`src/rtl/condicionador_botoes.sv`:
```
// Input conditioner for the player push-buttons.
// Synchronises, debounces and arbitrates the buttons, then emits one one-hot pulse per press.
module condicionador_botoes #(
  parameter int unsigned N_BOTOES        = 8,
  parameter int unsigned DEBOUNCE_CICLOS = 50000,
  parameter int unsigned W_CONT          = 16
) (
  input  logic                clock,
  input  logic                reset,
  input  logic [N_BOTOES-1:0] botoes_in,
  output logic [N_BOTOES-1:0] botoes_pulso,
  output logic                jogada,
  output logic [N_BOTOES-1:0] botoes_estaveis,
  output logic                multiplos,
  output logic [2:0]          db_indice,
  output logic [1:0]          db_estado
);

  localparam logic [1:0] OCIOSO        = 2'd0;
  localparam logic [1:0] PULSO         = 2'd1;
  localparam logic [1:0] ESPERA_SOLTAR = 2'd2;

  localparam logic [W_CONT-1:0] CONT_MAX = W_CONT'(DEBOUNCE_CICLOS - 1);

  logic [N_BOTOES-1:0] sync1, sync2;
  logic [N_BOTOES-1:0] estavel, estavel_d;
  logic [W_CONT-1:0]   cnt [N_BOTOES];

  logic [N_BOTOES-1:0] sobe_c, primeiro_c;
  logic [2:0]          indice_c;

  logic [1:0]          estado, estado_nx;
  logic [N_BOTOES-1:0] pulso_nx;
  logic                jogada_nx, multiplos_nx;
  logic [2:0]          indice_nx;

  // Two-flop synchroniser for the asynchronous button inputs
  always_ff @(posedge clock or negedge reset) begin
    if (!reset) begin
      sync1 <= '0;
      sync2 <= '0;
    end else begin
      sync1 <= botoes_in;
      sync2 <= sync1;
    end
  end

  // Per-bit debounce: a level is accepted only after DEBOUNCE_CICLOS consecutive disagreeing samples
  always_ff @(posedge clock or negedge reset) begin
    if (!reset) begin
      for (int unsigned i = 0; i < N_BOTOES; i++) cnt[i] <= '0;
      estavel   <= '0;
      estavel_d <= '0;
    end else begin
      estavel_d <= estavel;
      for (int unsigned i = 0; i < N_BOTOES; i++) begin
        if (sync2[i] == estavel[i]) begin
          cnt[i] <= '0;
        end else if (cnt[i] >= CONT_MAX) begin
          estavel[i] <= sync2[i];
          cnt[i]     <= '0;
        end else begin
          cnt[i] <= cnt[i] + W_CONT'(1);
        end
      end
    end
  end

  assign botoes_estaveis = estavel;

  // Rising edges of the debounced levels; lowest index wins arbitration
  assign sobe_c     = estavel & ~estavel_d;
  assign primeiro_c = sobe_c & (~sobe_c + N_BOTOES'(1));

  always_comb begin
    indice_c = '0;
    for (int unsigned i = 0; i < N_BOTOES; i++) begin
      if (primeiro_c[i]) indice_c = 3'(i);
    end
  end

  always_ff @(posedge clock or negedge reset) begin
    if (!reset) begin
      estado       <= OCIOSO;
      botoes_pulso <= '0;
      jogada       <= 1'b0;
      multiplos    <= 1'b0;
      db_indice    <= '0;
    end else begin
      estado       <= estado_nx;
      botoes_pulso <= pulso_nx;
      jogada       <= jogada_nx;
      multiplos    <= multiplos_nx;
      db_indice    <= indice_nx;
    end
  end

  // Next state and next registered outputs; presses are ignored until every button is released
  always_comb begin
    estado_nx    = estado;
    pulso_nx     = '0;
    jogada_nx    = 1'b0;
    multiplos_nx = 1'b0;
    indice_nx    = db_indice;
    case (estado)
      OCIOSO: begin
        if (|sobe_c) begin
          pulso_nx     = primeiro_c;
          jogada_nx    = 1'b1;
          multiplos_nx = |(sobe_c & (sobe_c - N_BOTOES'(1)));
          indice_nx    = indice_c;
          estado_nx    = PULSO;
        end
      end
      PULSO: begin
        estado_nx = (estavel == '0) ? OCIOSO : ESPERA_SOLTAR;
      end
      ESPERA_SOLTAR: begin
        if (estavel == '0) estado_nx = OCIOSO;
      end
      default: begin
        estado_nx = OCIOSO;
      end
    endcase
  end

  assign db_estado = estado;

endmodule

```
`config.mk`:
```
export PLATFORM = sky130hd
export DESIGN_NAME = condicionador_botoes
export DESIGN_NICKNAME = d
export VERILOG_FILES = /design/src/rtl/condicionador_botoes.sv
export SDC_FILE = /design/constraint.sdc
export NUM_CORES = 1
export LEC_CHECK = 0
export BUFFER_PORTS_ARGS = -buffer_cell sky130_fd_sc_hd__buf_2
export CORE_ASPECT_RATIO = 0.9
export CORE_MARGIN = 8
export CORE_UTILIZATION = 35
export CTS_BUF_LIST = sky130_fd_sc_hd__clkbuf_8
export CTS_CLUSTER_DIAMETER = 200
export CTS_CLUSTER_SIZE = 25
export DETAILED_ROUTE_END_ITERATION = 10
export PLACE_DENSITY_LB_ADDON = 0.25
export SLEW_MARGIN = 15
export SYNTH_ARGS = -nofsm -noshare
export SYNTH_HDL_FRONTEND = slang
export SYNTH_SLANG_ARGS = --single-unit
```
`constraint.sdc`:
```
create_clock -name clock -period 3.2 [get_ports clock]
set_input_delay 0.32 -clock clock [delete_from_list [all_inputs] [get_ports clock]]
set_output_delay 0.32 -clock clock [all_outputs]
set_load 0.005 [all_outputs]
```
# Yosys cells after proc, flatten, opt, wreduce, memory -nomap -nowiden
# Cells that the tools add are included.
# W data, S select, Z words.
dict set report word_totals {
  ff_bits 175
  inputBits 10
  out_inout_bits 23
  wordCells 114
}
dict set report classes {
  addsub 10
  n_lt_le_gt_ge 8
  eq_ne 12
  n_mux 33
  n_bitwise 13
  reduce_logical 14
}
# operator n
set ops {}
lappend ops {{$mux W16} 16}
lappend ops {{$add A16 B1 Y16 const B} 8}
lappend ops {{$ge A16 B16 Y1 const B} 8}
lappend ops {{$and A8 B8 Y8} 3}
lappend ops {{$reduce_and A2 Y1} 10}
lappend ops {{$mux W3} 6}
lappend ops {{$mux W8} 2}
lappend ops {{$not A8 Y8} 2}
lappend ops {{$reduce_or A8 Y1} 2}
lappend ops {{$add A8 B1 Y8 const B} 1}
lappend ops {{$eq A1 B1 Y1} 8}
lappend ops {{$logic_not A8 Y1} 1}
lappend ops {{$not A1 Y1} 8}
lappend ops {{$sub A8 B1 Y8 const B} 1}
lappend ops {{$mux W2} 3}
lappend ops {{$pmux W2 S3} 1}
lappend ops {{$mux W1} 5}
lappend ops {{$ne A2 B2 Y1 const B} 2}
lappend ops {{$eq A2 B1 Y1 const B} 1}
lappend ops {{$eq A2 B2 Y1 const B} 1}
lappend ops {{$logic_not A2 Y1} 1}

# Logic depth before layout (Yosys ltp)
dict set report depth {
  depth_word 12
  depth_mapped 8
  mapped_depth_nobuf 6
}

# Least setup slack after synthesis
# No wires, ideal clock.
dict set report synth_timing {
  path_type {reg2reg}
  from {reg cnt[64] (netlist bit)}
  to {reg cnt[71] (netlist bit)}
  setup_time_ns 0.069
  arrival_time_ns 1.794
  required_ns 3.131
  setup_slack_ns 1.337
  path_stages_with_launch 9
  synth_period_minus_slack_ns 1.863
  path_cell_list {dfrtp_1 ha_1 a311o_1 a211oi_2 nor3_1 nand2b_1 buf_6 buf_8 nor2_4}
}
dict set report synth_via {
  elab_chain_len 3
  word_cells_on_any_way 4
  cone_classes {1 x add/sub; 1 x order compare; 2 x mux}
}
# element line_no
set synth_rtl {}
lappend synth_rtl {{from (decl)} 27} ;# logic [W_CONT-1:0] cnt [N_BOTOES];
lappend synth_rtl {{from (signal, indexed assignment)} 63} ;# cnt[i] <= cnt[i] + W_CONT'(1);
lappend synth_rtl {{$add A16 B1 Y16 or $ge A16 B16 Y1 (tied branches)} {63, 59}}
lappend synth_rtl {{$mux W16 (*)} 59} ;# end else if (cnt[i] >= CONT_MAX) begin
lappend synth_rtl {{$mux W16 (*)} 57} ;# if (sync2[i] == estavel[i]) begin
# Every way passes the cells marked *; elsewhere a longest branch is shown, timed or not.
# A chain may end at the register's enable or synchronous reset.

# Worst setup path in the final report
dict set report layout_timing {
  from {reg cnt[112] (netlist bit)}
  to {reg cnt[118] (netlist bit)}
}
# The elaborated chain is that of the path after synthesis.

==> summary.md <==
| Metric | Value |
|---|---|
| Post-layout util | `39.2%` |
| Pre-CTS WS | `about 970 ps` |
| Compound-Gate Fraction of Synth Area | `about 4.2%` |
| P_int | `3.02 mW` |
| Setup TNS | `0 ps` |
| Gr usage total | `between 10% and 20%` |
| Core area | `23100 um^2` |
| Final hold slack | `353 ps` |
| Global-route wire length before repair | `between 20000 and 30000 um` |
| Synth Area in XOR/XNOR | `roughly an eighth` |
| Combinational power share | `3.9%` |
| WP data arrival | `2610 ps` |
| CTS tree | `built` |
| Register area share after synthesis | `a little over half` |
| Starting DRC count in detailed routing | `237` |
| IO Port Bufs | `32` |
| Psw | `just under 1 mW` |
| Startpoint type of the worst setup path | `flip-flop` |
| Synth Area in Adders | `1.48%` |
| Maximum net fanout on the critical path | `10` |
| HP Class | `in -> async` |
| Period utilization | `a little over two thirds` |
| Total CTS buffers | `17` |
| Commonest non-fill, non-tap cell in the layout | `dfrtp_1` |
| Remaining global-route overflow | `0` |
| Total power | `3.99 mW` |
| Synth Register Bits | `175` |
| Final Hold Fails | `0` |
| Final net count | `815` |
| Leakage | `3.91 nW` |
| R2r setup slk | `970 ps` |
| Clock latency on the worst-skew pair | `around 460 ps` |
| Crit. End Element | `flip-flop` |
| Simple-gate share of the synthesized area | `23.9%` |
| Initial antenna violation count | `0` |
| Clock transition at path regs | `90 ps` |
| Flop pwr share | `between 50% and 60%` |
| Minimum clock period | `between 2000 and 2500 ps` |
| FFs w/ async S/R, synth | `100%` |
| YS warnings | `0` |
| IO Pins | `33` |
| Core Rows | `53` |
| Most used flip-flop cell after synthesis | `dfrtp_1` |
| Largest family of logic cells by synthesized area | `simple AND/OR/NAND/NOR gates` |
| CTS Sinks | `175` |
| Synthesized instance count | `752` |
| Fill count | `2288` |
| Net Sw Frac | `24.3%` |
| Maximum clock path buffer count | `2` |
| Clock power frac | `between 30% and 40%` |
| P per Cell Area | `440 nW/um^2` |
| RSZ-0062 raised after global routing | `false` |
| Final Setup Violations | `0` |
| Commonest non-fill, non-tap cells in the layout | `175 x dfrtp_1, 117 x nor2_1, 63 x xnor2_1` |
| Status | `completed` |
| Relative slew slack | `46.1%` |
| Synthesized area per cell | `10.8 um^2` |
| Die Y | `161 um` |
| Unique masters post-synth | `40` |
| DRT Pass-1 Iters | `4` |
| Setup ws final | `970 ps` |
| Pin count of the biggest net entering global routing | `70` |
| Mapped Area | `between 8000 and 9000 um^2` |
| Die Wd | `177 um` |
| Met2 usage in global routing | `16.0%` |
| H-Tree Depth | `4` |
| Met3 Use GR | `under 10%` |
| Max_cap viols | `0` |
| Post-Syn Nets | `770` |
| Number of synthesized flops with an enable pin | `0` |
| Wire length per cell | `13.1 um` |
| Max IR drop VDD | `0.175 mV` |
| Fraction of layout cells with a size suffix above 1 | `17.3%` |
| Vias/cell | `4.56` |
| Root buffer cell | `clkbuf_8` |
| Hpwl dp | `between 9000 and 10000 um` |
| Routed Antenna Nets | `0` |
| Clock skew | `between 15 and 20 ps` |
| Global routing's busiest layer | `met2` |
| Routed wire length | `14500 um` |
| Antenna cell count | `0` |
| Vias in the first global route | `5052` |
| PostCTS Resize Cnt | `0` |
| Worst-Margin Slew | `809 ps` |
| CP Class | `reg -> reg` |
| Routed vias | `~5000` |
| DRC | `0` |
| Grt met1 use | `15.5%` |
| GPL Wtd Cong | `0.754` |
| Mux share of post-synthesis cell area | `1.25%` |
| Maximum clock rate | `between 0.4 and 0.5 GHz` |
| Critical Path RT | `roughly 3600 ps` |
| Full die area | `28300 um^2` |
| Area growth syn-to-layout | `11.5%` |
| Fin. max-slew vios | `0` |
| Starting Density | `35.2%` |
-- power by group through the flow --
stage / Combinational (mW) / Sequential (mW) / Clock [mW]
after CTS: 0.165 / 2.27 / 1.64
after global placement: 0.157 / 2.32 / 0
after floorplan: 0.0983 / 2.31 / 0
after global routing: 0.185 / 2.28 / 1.72
final: 0.157 / 2.27 / 1.56
after detailed placement: 0.156 / 2.32 / 0
-- state kept, by name, indices dropped and copies added, names as in the netlist --
signal           count
cnt                128
botoes_estaveis      8
botoes_pulso         8
estavel_d            8
sync1                8
sync2                8
db_indice            3
db_estado            2
jogada               1
multiplos            1
-- cells by family (layout without fill, tap and decap cells) --
family,after synthesis,after routing
buffers and inverters,42,100
AOI/OAI and AO/OA,44,44
muxes,9,9
and+or+nand+nor,359,359
DFF,175,175
xor gates and xnor gates,113,113
adders and majority gates,10,10
-- path summary, 6_finish.rpt --
check	cells past startpoint	startpoint	endpoint
max	7	cnt[112]	cnt[118]
min	2	reset	cnt[120]
max reg2reg	7	cnt[112]	cnt[118]
min reg2reg	0	sync1[6]	sync2[6]
max in group asynchronous	3	reset	cnt[52]
min in group clock	0	sync1[6]	sync2[6]
-- synth_stat cells (5+ instances only) --
master    number  share of area, %
and4_1        12               1.3
nand3_1       41               2.5
a311o_1        7              0.86
nor2b_1       11              0.85
a211oi_2       7               1.1
inv_1         20              0.92
a21oi_1       13              0.80
buf_6          7              0.97
clkbuf_1       7              0.32
a31oi_1        7              0.54
nand4_1       14               1.1
ha_1           8               1.2
dfrtp_1      175                54
and3_1        17               1.3
xor2_1        50               5.4
mux2_2         8               1.1
nor3_1        20               1.2
xnor2_1       63               6.8
buf_2          5              0.31
nand2_1       44               2.0
nand2b_1      17               1.3
nor2_2        24               1.8
nor2_1       117               5.4
nor2_4        24               3.3
-- layout make-up --
class | count | area, um^2 | share of cell area (%)
clock buffer | 18 | 248 | 2.74
clock inverter | 14 | 156 | 1.73
inverter | 20 | 75.1 | 0.829
multi-input combinational | 535 | 3490 | 38.6
sequential | 175 | 4380 | 48.4
tap | 302 | 378 | 4.17
timing repair buffer | 48 | 324 | 3.58
-- stage by stage --
step | cells | instance area (um^2)
2_1_floorplan | 752 | 8120
3_3_place_gp | 1071 | 8560
3_5_place_dp | 1071 | 8560
4_1_cts | 1112 | 9050
5_1_grt | 1112 | 9050
6_report | 1112 | 9050
-- metal layers --
metal | share of wire (%) | vias to the layer above
li1 | - | 2590
met2 | 44 | 38
met3 | 2.3 | 8
met1 | 53 | 2436
met5 | 0 | -
met4 | 0.79 | 0
-- worst max-delay path: stages, from the launching register on --
cell	delay [ps]
dfrtp_1	420
ha_1	270
a311o_1	300
a211oi_2	220
nor3_1	80
nand2b_1	410
buf_4	340
nor2_1	120
-- repair_timing --
| item | CTS | global route |
|---|---|---|
| hold buffers | 9 | 0 |
| hold endpoints to repair | 46 | 0 |
| setup buffers | 0 | 0 |
(Power assumes the default switching activity.)
